--- src/rtl/iq_mag_demod_if.sv ---
// ---------------------------------------------------------------------------
// iq_mag_demod_if
//   Result handshake between the IQ magnitude demodulator (producer) and
//   whatever consumes its results.
//
//   Signals:
//     value   [ACC_W] demodulated result, valid while rdy is high
//     rdy             an unconsumed result is being presented
//     overrun         sticky: an unconsumed result was overwritten
//     ack             consumer accepts the presented result
//
//   Modports:
//     master  producer side (drives value/rdy/overrun, reads ack)
//     slave   consumer side (reads value/rdy/overrun, drives ack)
// ---------------------------------------------------------------------------
interface iq_mag_demod_if #(
  parameter int ACC_W = 12
);

  logic [ACC_W-1:0] value;
  logic             rdy;
  logic             overrun;
  logic             ack;

  modport master (
    output value,
    output rdy,
    output overrun,
    input  ack
  );

  modport slave (
    input  value,
    input  rdy,
    input  overrun,
    output ack
  );

endinterface

--- src/rtl/iq_mag_demod.sv ---
// ---------------------------------------------------------------------------
// iq_mag_demod
//   Coherent demodulator for a 1-bit sampled signal. A 16-bit NCO generates
//   in-phase and quadrature square-wave codes. Each sample is correlated
//   against both codes (+1 on match, -1 on mismatch) over a window of
//   N = 2^WIN_LOG2 samples. At the end of every window the sums are
//   snapshotted and pushed through a short pipeline that turns them into a
//   magnitude estimate. The result is presented with a rdy/ack handshake.
//
//   Pipeline (one register per stage):
//     P1 snapshot of I/Q sums and mode
//     P2 absolute values
//     P3 mode combine (with saturation)
//     P4 output register (value/rdy/overrun)
//   rdy rises three edges after the edge that counts the window's last
//   sample.
//
//   Ports:
//     clk        clock, all state on rising edge
//     rst_in     asynchronous active-low reset
//     sig        1-bit input sample, one per clock
//     freq[16]   NCO increment, added to the phase accumulator every cycle
//     phase[16]  phase offset applied to both I and Q codes
//     mode[2]    0=|I|, 1=|I|+|Q|, 2=max+min/2, 3=signed I
//     restart    synchronous restart of NCO, correlators and window;
//                cancels results still in P1-P3
//     res        result handshake (value, rdy, overrun, ack)
//
//   Parameters:
//     ACC_W      signed accumulator width and output width
//                (must be >= WIN_LOG2+2)
//     WIN_LOG2   log2 of the integration window length
// ---------------------------------------------------------------------------
module iq_mag_demod #(
  parameter int ACC_W    = 12,
  parameter int WIN_LOG2 = 8
) (
  input  logic           clk,
  input  logic           rst_in,
  input  logic           sig,
  input  logic [15:0]    freq,
  input  logic [15:0]    phase,
  input  logic [1:0]     mode,
  input  logic           restart,
  iq_mag_demod_if.master res
);

  typedef enum logic [1:0] {
    MODE_ABS_I    = 2'd0,
    MODE_SUM      = 2'd1,
    MODE_MAXMIN   = 2'd2,
    MODE_SIGNED_I = 2'd3
  } mode_e;

  generate
    if (ACC_W < WIN_LOG2 + 2) begin : g_bad_width
      $error("iq_mag_demod: ACC_W must be at least WIN_LOG2+2");
    end
  endgenerate

  localparam logic signed [ACC_W-1:0] PLUS1  = ACC_W'(1);
  localparam logic signed [ACC_W-1:0] MINUS1 = '1;

  // -------------------------------------------------------------------------
  // NCO and code generation
  // -------------------------------------------------------------------------
  logic [15:0] acc_q;
  logic [15:0] acc_d;
  logic [1:0]  ph_hi;
  logic        i_code;
  logic        q_code;

  // Only the top two bits of acc+phase are needed: adding 16'h4000 flips
  // bit 15 exactly when bit 14 is set, so q_code = bit15 ^ bit14.
  always_comb begin
    acc_d  = acc_q + freq;
    ph_hi  = 2'((acc_q + phase) >> 14);
    i_code = ph_hi[1];
    q_code = ph_hi[1] ^ ph_hi[0];
  end

  // -------------------------------------------------------------------------
  // Correlators and window counter
  // -------------------------------------------------------------------------
  logic signed [ACC_W-1:0] i_acc_q;
  logic signed [ACC_W-1:0] q_acc_q;
  logic signed [ACC_W-1:0] i_sum_d;
  logic signed [ACC_W-1:0] q_sum_d;
  logic [WIN_LOG2-1:0]     cnt_q;
  logic                    win_last;

  always_comb begin
    i_sum_d  = i_acc_q + ((sig == i_code) ? PLUS1 : MINUS1);
    q_sum_d  = q_acc_q + ((sig == q_code) ? PLUS1 : MINUS1);
    win_last = &cnt_q;
  end

  always_ff @(posedge clk or negedge rst_in) begin
    if (!rst_in) begin
      acc_q   <= '0;
      i_acc_q <= '0;
      q_acc_q <= '0;
      cnt_q   <= '0;
    end else if (restart) begin
      // The sample presented in the restart cycle is dropped.
      acc_q   <= '0;
      i_acc_q <= '0;
      q_acc_q <= '0;
      cnt_q   <= '0;
    end else begin
      acc_q <= acc_d;
      cnt_q <= cnt_q + 1'b1;
      // On the last sample the full sums go to the snapshot, and the
      // accumulators start clean so the next sample opens a new window.
      if (win_last) begin
        i_acc_q <= '0;
        q_acc_q <= '0;
      end else begin
        i_acc_q <= i_sum_d;
        q_acc_q <= q_sum_d;
      end
    end
  end

  // -------------------------------------------------------------------------
  // P1: snapshot of window sums and mode
  // -------------------------------------------------------------------------
  logic signed [ACC_W-1:0] i_s_q;
  logic signed [ACC_W-1:0] q_s_q;
  mode_e                   mode1_q;
  logic                    v1_q;

  always_ff @(posedge clk or negedge rst_in) begin
    if (!rst_in) begin
      i_s_q   <= '0;
      q_s_q   <= '0;
      mode1_q <= MODE_ABS_I;
      v1_q    <= 1'b0;
    end else begin
      v1_q <= win_last && !restart;
      if (win_last && !restart) begin
        i_s_q   <= i_sum_d;
        q_s_q   <= q_sum_d;
        mode1_q <= mode_e'(mode);
      end
    end
  end

  // -------------------------------------------------------------------------
  // P2: absolute values (the most negative code maps to 2^(ACC_W-1),
  // which is correct when read as unsigned)
  // -------------------------------------------------------------------------
  logic [ACC_W-1:0]        i_abs_d;
  logic [ACC_W-1:0]        q_abs_d;
  logic [ACC_W-1:0]        i_abs_q;
  logic [ACC_W-1:0]        q_abs_q;
  logic signed [ACC_W-1:0] i_raw_q;
  mode_e                   mode2_q;
  logic                    v2_q;

  always_comb begin
    i_abs_d = i_s_q[ACC_W-1] ? ACC_W'(-i_s_q) : ACC_W'(i_s_q);
    q_abs_d = q_s_q[ACC_W-1] ? ACC_W'(-q_s_q) : ACC_W'(q_s_q);
  end

  always_ff @(posedge clk or negedge rst_in) begin
    if (!rst_in) begin
      i_abs_q <= '0;
      q_abs_q <= '0;
      i_raw_q <= '0;
      mode2_q <= MODE_ABS_I;
      v2_q    <= 1'b0;
    end else begin
      v2_q <= v1_q && !restart;
      if (v1_q) begin
        i_abs_q <= i_abs_d;
        q_abs_q <= q_abs_d;
        i_raw_q <= i_s_q;
        mode2_q <= mode1_q;
      end
    end
  end

  // -------------------------------------------------------------------------
  // P3: mode combine
  // -------------------------------------------------------------------------
  logic [ACC_W:0]   sum_w;
  logic [ACC_W:0]   mm_w;
  logic [ACC_W-1:0] mx;
  logic [ACC_W-1:0] mn;
  logic [ACC_W-1:0] res3_d;
  logic [ACC_W-1:0] res3_q;
  logic             v3_q;

  always_comb begin
    sum_w = {1'b0, i_abs_q} + {1'b0, q_abs_q};
    if (i_abs_q >= q_abs_q) begin
      mx = i_abs_q;
      mn = q_abs_q;
    end else begin
      mx = q_abs_q;
      mn = i_abs_q;
    end
    mm_w = {1'b0, mx} + {2'b00, mn[ACC_W-1:1]};

    res3_d = '0;
    case (mode2_q)
      MODE_ABS_I:    res3_d = i_abs_q;
      MODE_SUM:      res3_d = sum_w[ACC_W] ? '1 : sum_w[ACC_W-1:0];
      MODE_MAXMIN:   res3_d = mm_w[ACC_W]  ? '1 : mm_w[ACC_W-1:0];
      MODE_SIGNED_I: res3_d = ACC_W'(i_raw_q);
      default:       res3_d = '0;
    endcase
  end

  always_ff @(posedge clk or negedge rst_in) begin
    if (!rst_in) begin
      res3_q <= '0;
      v3_q   <= 1'b0;
    end else begin
      v3_q <= v2_q && !restart;
      if (v2_q) begin
        res3_q <= res3_d;
      end
    end
  end

  // -------------------------------------------------------------------------
  // P4: output register and handshake
  // -------------------------------------------------------------------------
  logic [ACC_W-1:0] value_q;
  logic             rdy_q;
  logic             ovr_q;
  logic             load;

  // A result still in P3 on a restart edge has not reached P4 and is dropped.
  assign load = v3_q && !restart;

  always_ff @(posedge clk or negedge rst_in) begin
    if (!rst_in) begin
      value_q <= '0;
      rdy_q   <= 1'b0;
      ovr_q   <= 1'b0;
    end else if (load) begin
      // A load wins over ack: the new value stays presented. overrun is
      // only raised when the old result was neither consumed nor acked.
      value_q <= res3_q;
      rdy_q   <= 1'b1;
      if (rdy_q && !res.ack) begin
        ovr_q <= 1'b1;
      end
    end else if (rdy_q && res.ack) begin
      rdy_q <= 1'b0;
      ovr_q <= 1'b0;
    end
  end

  assign res.value   = value_q;
  assign res.rdy     = rdy_q;
  assign res.overrun = ovr_q;

endmodule
--- src/flat_wrapper.sv ---
// flat-port wrapper written by rule: the top's interface ports become plain ports
module iq_mag_demod_flat 
#(
  parameter int ACC_W    = 12,
  parameter int WIN_LOG2 = 8
)
  (clk, rst_in, sig, freq, phase, mode, restart, res_value, res_rdy, res_overrun, res_ack);
  iq_mag_demod_if #(.ACC_W(ACC_W)) res_i ();
  input  logic clk;
  input  logic rst_in;
  input  logic sig;
  input  logic [15:0] freq;
  input  logic [15:0] phase;
  input  logic [1:0] mode;
  input  logic restart;
  output wire logic [$bits(res_i.value)-1:0] res_value;
  output wire logic [$bits(res_i.rdy)-1:0] res_rdy;
  output wire logic [$bits(res_i.overrun)-1:0] res_overrun;
  input wire logic [$bits(res_i.ack)-1:0] res_ack;
  assign res_value = res_i.value;
  assign res_rdy = res_i.rdy;
  assign res_overrun = res_i.overrun;
  assign res_i.ack = res_ack;
  iq_mag_demod #(.ACC_W(ACC_W), .WIN_LOG2(WIN_LOG2)) u_core (.clk(clk), .rst_in(rst_in), .sig(sig), .freq(freq), .phase(phase), .mode(mode), .restart(restart), .res(res_i));
endmodule
--- config.mk ---
export PLATFORM = sky130hd
export DESIGN_NAME = iq_mag_demod_flat
export DESIGN_NICKNAME = d
export VERILOG_FILES = /design/src/rtl/iq_mag_demod_if.sv /design/src/rtl/iq_mag_demod.sv /design/src/flat_wrapper.sv
export SDC_FILE = /design/constraint.sdc
export NUM_CORES = 1
export LEC_CHECK = 0
export ABC_AREA = 0
export CAP_MARGIN = 20
export CORE_MARGIN = 3
export CORE_UTILIZATION = 56
export CTS_BUF_LIST = sky130_fd_sc_hd__clkbuf_4 sky130_fd_sc_hd__clkbuf_8
export DETAILED_ROUTE_END_ITERATION = 16
export PLACE_DENSITY = 0.82
export SYNTH_ARGS = -nofsm -noshare
export SYNTH_HDL_FRONTEND = slang
export SYNTH_SLANG_ARGS = --single-unit
--- constraint.sdc ---
create_clock -name clk -period 3.9 [get_ports clk]
set_input_delay 0.39 -clock clk [delete_from_list [all_inputs] [get_ports clk]]
set_output_delay 0.39 -clock clk [all_outputs]
set_load 0.05 [all_outputs]
Word-level counts from Yosys, hierarchy flattened
Index checks and enable logic that the tools add are counted.
{"block": "totals", "regBits": 141, "inputBits": 39, "out_inout_bits": 14, "wordCells": 66}
{"block": "classes", "addsub": 9, "n_lt_le_gt_ge": 1, "n_eq_ne": 6, "n_mux": 19, "bitwise": 1, "n_reduce_logical": 12}
{"op": "12-bit two-way mux", "n": 12}
{"op": "12-bit case mux with 4 select lines", "n": 1}
{"op": "16-bit adder", "n": 2}
{"op": "12-bit adder", "n": 2}
{"op": "12-bit negation", "n": 2}
{"op": "16-bit two-way mux", "n": 1}
{"op": "12-bit by 11-bit adder with 13-bit output", "n": 1}
{"op": "12-bit by 12-bit adder with 13-bit output", "n": 1}
{"op": "12-bit greater-or-equal comparator", "n": 1}
{"op": "8-bit by 1-bit adder with 8-bit output, second input constant", "n": 1}
{"op": "8-bit two-way mux", "n": 1}
{"op": "8-bit AND reduction", "n": 1}
{"op": "1-bit logical AND", "n": 6}
{"op": "2-bit equality test, second input constant", "n": 2}
{"op": "1-bit two-way mux", "n": 4}
{"op": "1-bit equality test", "n": 2}
{"op": "2-bit by 1-bit equality test with 1-bit output, second input constant", "n": 1}
{"op": "1-bit logical NOT", "n": 2}
{"op": "2-bit logical NOT", "n": 1}
{"op": "2-bit != test, second input constant", "n": 1}
{"op": "2-bit AND reduction", "n": 1}
{"op": "2-bit nonzero test", "n": 1}
{"op": "1-bit bitwise XOR", "n": 1}

Depth between registers and ports, before layout
{"block": "depth", "depth_word": 7, "ltp_mapped": 21, "mapped_depth_nobuf": 18}

Worst setup path before layout
No wires, ideal clock.
{"block": "synth_timing", "path_type": "flip-flop to flip-flop", "start": "register u_core.i_raw_q[0]", "end": "register u_core.res3_q[0]", "setup_time_ps": 132, "arrival_ps": 4110, "t_required_ps": 3768, "setup_slack_ps": -342, "stages_incl_launch_ff": 22, "n_path_buf": 3, "period_less_slack_ps": 4242, "cell_sequence": "dfrtp_1 -> inv_1 -> ha_1 -> nand2b_1 -> a2111oi_0 -> nor4_1 -> o32a_1 -> buf_2 -> buf_1 -> nand2_1 -> o21ai_0 -> ha_1 -> fa_1 -> a21oi_1 -> nor2b_1 -> a311oi_1 -> o31ai_1 -> a21oi_1 -> o21ai_1 -> buf_2 -> o221ai_1 -> nand3_1"}
{"element": "start: declaration", "line_no": "iq_mag_demod.sv:157", "source": "logic signed [ACC_W-1:0] i_raw_q;"}
{"element": "start signal: assignment", "line_no": "iq_mag_demod.sv:178", "source": "i_raw_q <= i_s_q;"}
{"element": "end signal: assignment", "line_no": "iq_mag_demod.sv:223", "source": "res3_q <= res3_d;"}
{"element": "end: declaration", "line_no": "iq_mag_demod.sv:192", "source": "logic [ACC_W-1:0] res3_q;"}

Final worst setup path
{"block": "layout_timing", "start": "register u_core.acc_q[8]", "end": "register u_core.q_s_q[11]"}
{"block": "layout_between", "elab_chain_cells": 5}
{"element": "start: declaration", "line_no": "iq_mag_demod.sv:67", "source": "logic [15:0] acc_q;"}
{"element": "start signal: assignment", "line_no": "iq_mag_demod.sv:100", "source": "acc_q <= '0;"}
{"element": "start signal: assignment", "line_no": "iq_mag_demod.sv:106", "source": "acc_q <= '0;"}
{"element": "start signal: assignment", "line_no": "iq_mag_demod.sv:111", "source": "acc_q <= acc_d;"}
{"element": "16-bit adder", "line_no": "iq_mag_demod.sv:77", "source": "ph_hi = 2'((acc_q + phase) >> 14);"}
{"element": "1-bit bitwise XOR", "line_no": "iq_mag_demod.sv:79", "source": "q_code = ph_hi[1] ^ ph_hi[0];"}
{"element": "1-bit equality test", "line_no": "iq_mag_demod.sv:94", "source": "q_sum_d = q_acc_q + ((sig == q_code) ? PLUS1 : MINUS1);"}
{"element": "12-bit two-way mux", "line_no": "iq_mag_demod.sv:94"}
{"element": "12-bit adder", "line_no": "iq_mag_demod.sv:94"}
{"element": "end signal: assignment", "line_no": "iq_mag_demod.sv:143", "source": "q_s_q <= q_sum_d;"}
{"element": "end: declaration", "line_no": "iq_mag_demod.sv:129", "source": "logic signed [ACC_W-1:0] q_s_q;"}
Every way passes these cells.
A chain may end at the register's enable or synchronous reset.

==> impl_summary.md <==
CTS
Counting the buffers created by CTS gives 17. Clock-pin slew was measured on the worst setup and hold paths at 0.08 ns. CTS placed an instance of sky130_fd_sc_hd__clkbuf_8 at the clock tree root. The total number of clock tree sinks is 140.

The clock tree buffer depth is 2. The clock reaches the later pin of the worst-skew pair after 0.48 ns. Buffers inserted to repair hold after CTS numbered 0. The H-tree depth is 4.

The clock tree from TritonCTS is done.

Cells and area
The share of the core filled with cells in the final layout is 0.745. The final non-filler cell area is 11,500 sq um. The repair_antennas step left the layout with diodes totalling 0.

For this run, the post-layout net count is 1,240. The area growth from synthesis to layout is 27.6%. In the final layout, the share of cells above drive strength 1 is 0.227.

GRT
The initial antenna violation count is 0. The via count of the first global-routing pass is 7,685. After global routing the overflow that remains totals 0. In the global route stage, overall resource usage came out at 0.255. The first-pass GRT wire length is 36,600 um. The pin count of the biggest net entering global routing is 98.

Worst setup path
On the worst path, the slowest cell contributes a delay of 0.52 ns. For flop-to-flop paths, the worst setup slack is -0.23 ns. STA classifies the critical path endpoint as a flop. The number of buffer and inverter instances along the worst setup path is 3. The arrival time at the worst endpoint is 4.48 ns. The number of cells on the worst reg-to-reg path is 19. The critical path goes through ha_4 -> a21oi_2 -> o211ai_1 -> o41ai_2 -> nand3_2 -> buf_6 -> mux2i_2 -> nor3_2 -> buf_4 -> buf_6 -> ha_4 -> o21ai_2 -> nor2_1 -> o211ai_1 -> nand2_1 -> a41oi_2 -> a211o_1 -> xnor3_1 -> mux2_4. The critical path runs through a total of 19 cells.

Among cell families on the critical path, the largest total delay comes from compound AO/OA/AOI/OAI gates. The category of the most critical setup path is flop to flop. The required time reported for the critical path endpoint is 4.25 ns. The largest individual stage delay along the critical path comes from the cell sky130_fd_sc_hd__o41ai_2. The start of the worst register-to-register path is u_core.acc_q[8]. The largest fanout of any net on the critical path is 4. The worst setup path is launched from a flop. In this run the worst setup path begins at u_core.acc_q[8].

Yosys
The flip-flop cell with the highest count after synthesis is sky130_fd_sc_hd__dfrtp_1. The Yosys step of the flow raised 0 warnings. The mean area per synthesized cell is 9.38 sq um. The number of synthesized flops with an enable pin is 0.

The synthesized netlist occupies a cell area of 9030 sq um. The fraction of registers with async set or reset after synthesis is 1.00. The number of nets handed over by synthesis was 1,094. Of the synthesized area, sequential elements account for 0.388.

The count of different cell masters after synthesis is 58. After synthesis the netlist holds a flip-flop and latch count of 140. In the synthesized netlist, the number of instances is 963.

Floorplanning
The core region is 15,500 sq um. The floorplan step defined a die boundary enclosing 17,700 sq um. The initial utilization of the core area, before any placement, comes to 0.583. During I/O placement, the number of pins put on the boundary was 53. The number of rows in the core area is 45.

The die is 133 um wide. In this run the vertical extent of the chip is 133 um.

STA
The final count of hold timing violations is 12. Adding up every negative setup slack in the final design gives -2.76 ns. Between clock sinks in the finished design, the worst skew comes to 0.0182 ns.

The actual transition at the worst max-transition pin is 1.07 ns. Setup repair after global routing could not meet its margin everywhere. The part of the cycle the worst path needs is 1.06.

The relative slew slack is 0.286. The least setup slack across all paths after layout is -0.226 ns. The smallest hold slack is -0.0229 ns. The fmax is 242 MHz. The number of max-slew violations in the final report came to 0.

Setup violations remaining at the end of the flow were counted as 28. The minimum clock period is 4.13 ns.

Drt
The first-pass detailed-route iteration total is 7. In the routed design, unresolved DRC markers number 0. Dividing the detail-routed wire length by the instance count gives 18.4 um. After the first detailed-routing iteration, the DRC count stood at 622.

The post-detailed-route count of antenna-violating nets is 0. Wires add up to 24,500 um. After detailed routing, the number of vias per cell comes to 5.96. The via count is 7,934.

Power and ir drop
Dividing total power by cell area gives a power density of 743 nW/um^2. The worst voltage drop across the vdd grid is 0.000718 V. The total power consumption of the routed design is 8.56 mW. The static leakage is 5.34 nW.

Run status
The checks that failed: negative hold slack, negative setup slack. The run finished, with violations left.

Placed design
The placed instance area is 10,400 sq um. The HPWL after detailed placement is 16,300 um. Input and output buffers added on the ports amount to 52. The worst setup timing slack at the placement stage is -0.485 ns. The weighted congestion reported at the end of routability-driven placement is 0.954.

Run
The number of maximum-capacitance constraint violations is 0.

Hold path
The tightest min-delay check is of the input pin to asynchronous set/reset pin type.
==> power by group <==
part	switching (mW)	total, mW	internal (mW)
registers	0.185	1.88	1.69
logic	2.74	5.38	2.63
clock network	0.580	1.31	0.732
==> flip-flops by register name, indices dropped and copies added, names as in the netlist <==
name,flops
u_core.cnt_q,8
u_core.q_s_q,12
u_core.acc_q,16
u_core.res.value,12
u_core.v3_q,1
u_core.mode2_q,2
u_core.q_abs_q,12
u_core.res.overrun,1
u_core.mode1_q,2
u_core.v2_q,1
u_core.v1_q,1
u_core.i_abs_q,11
u_core.i_s_q,12
u_core.res3_q,12
u_core.i_acc_q,12
u_core.q_acc_q,12
u_core.res.rdy,1
u_core.i_raw_q,12
==> worst register-to-register path, cell delays in order (launching register included) <==
cell	delay, ns
sky130_fd_sc_hd__dfrtp_1	0.43
sky130_fd_sc_hd__ha_4	0.23
sky130_fd_sc_hd__a21oi_2	0.14
sky130_fd_sc_hd__o211ai_1	0.14
sky130_fd_sc_hd__o41ai_2	0.52
sky130_fd_sc_hd__nand3_2	0.21
sky130_fd_sc_hd__buf_6	0.18
sky130_fd_sc_hd__mux2i_2	0.20
sky130_fd_sc_hd__nor3_2	0.07
sky130_fd_sc_hd__buf_4	0.16
sky130_fd_sc_hd__buf_6	0.13
sky130_fd_sc_hd__ha_4	0.26
sky130_fd_sc_hd__o21ai_2	0.04
sky130_fd_sc_hd__nor2_1	0.16
sky130_fd_sc_hd__o211ai_1	0.12
sky130_fd_sc_hd__nand2_1	0.11
sky130_fd_sc_hd__a41oi_2	0.14
sky130_fd_sc_hd__a211o_1	0.32
sky130_fd_sc_hd__xnor3_1	0.19
sky130_fd_sc_hd__mux2_4	0.26
==> synthesized netlist by cell type (all sizes together) (8+ instances only) <==
cell	instances	area, sq um
a21o	12	90.1
a21oi	59	295
clkbuf	29	109
dfrtp	140	3500
ha	87	1090
inv	41	154
mux2	38	432
nand2	82	308
nand2b	25	156
nand3	27	135
nor2	102	383
nor2b	20	125
nor3	14	80.1
o211ai	17	128
o21ai	80	400
o21bai	8	60.1
o221ai	8	70.1
or3	10	62.6
xnor2	33	289
xor2	39	342
==> logic make-up after synthesis <==
group | after synthesis | share of synthesized area
multiplexers | 43 | 0.0533
AO/OA/AOI/OAI | 235 | 0.164
AND/OR/NAND/NOR | 303 | 0.156
adder cells (fa/ha/maj) | 92 | 0.132
flip-flops | 140 | 0.388
XOR/XNOR | 74 | 0.0748
buffers and inverters | 76 | 0.0319
==> stage by stage <==
step           hold WS (ns)  cells
2_1_floorplan        0.0944    963
3_3_place_gp          0.442   1286
3_5_place_dp          0.442   1286
4_1_cts              0.0321   1319
5_1_grt              0.0513   1332
6_report            -0.0229   1332
==> path summary, 6_finish.rpt <==
kind	end
max in group asynchronous	u_core.res.value[2]
worst max-delay path	u_core.q_s_q[11]
worst min register to register	u_core.cnt_q[0]
worst max register to register	u_core.q_s_q[11]
worst min-delay path	u_core.cnt_q[3]
min in group clk	u_core.mode1_q[0]
==> what timing repair did <==
action	CTS	global route
pin swaps	5	47
resized for setup	15	80
buffers inserted	2	13
setup endpoints to repair	21	33
endpoints found under the hold margin	0	0
cloned	0	0
==> layout make-up <==
cell class	instances	area, sq um
multi-input combinational	747	5740
fill	1011	3950
sequential	140	3500
timing repair buffer	162	1430
clock buffer	20	269
tap	211	264
clock inverter	11	166
inverter	41	154
==> placed cells by master (no fill, tap or decap), drive strengths merged, types with 6 or more instances in the layout <==
master / instances
dfrtp: 140
o21a: 6
buf: 111
a31oi: 7
a21oi: 59
inv: 42
nor2b: 20
xor2: 39
nand3: 27
o21ai: 80
xnor2: 33
o211ai: 17
or3: 10
clkdlybuf4s50: 51
o221ai: 8
a21o: 12
ha: 87
o31ai: 7
nor3: 14
clkbuf: 20
nand2: 82
nor2: 102
nand2b: 25
o21bai: 8
mux2: 38
==> routing by layer <==
layer | vias to the layer above | routed length (um) | GRT usage
met5 | - | 0 | 0
met3 | 55 | 1620 | 0.0658
met2 | 298 | 12100 | 0.411
li1 | 3702 | - | -
met1 | 3879 | 10100 | 0.334
met4 | 0 | 726 | 0.0883
Note: power is estimated with default switching activity, not from simulation.
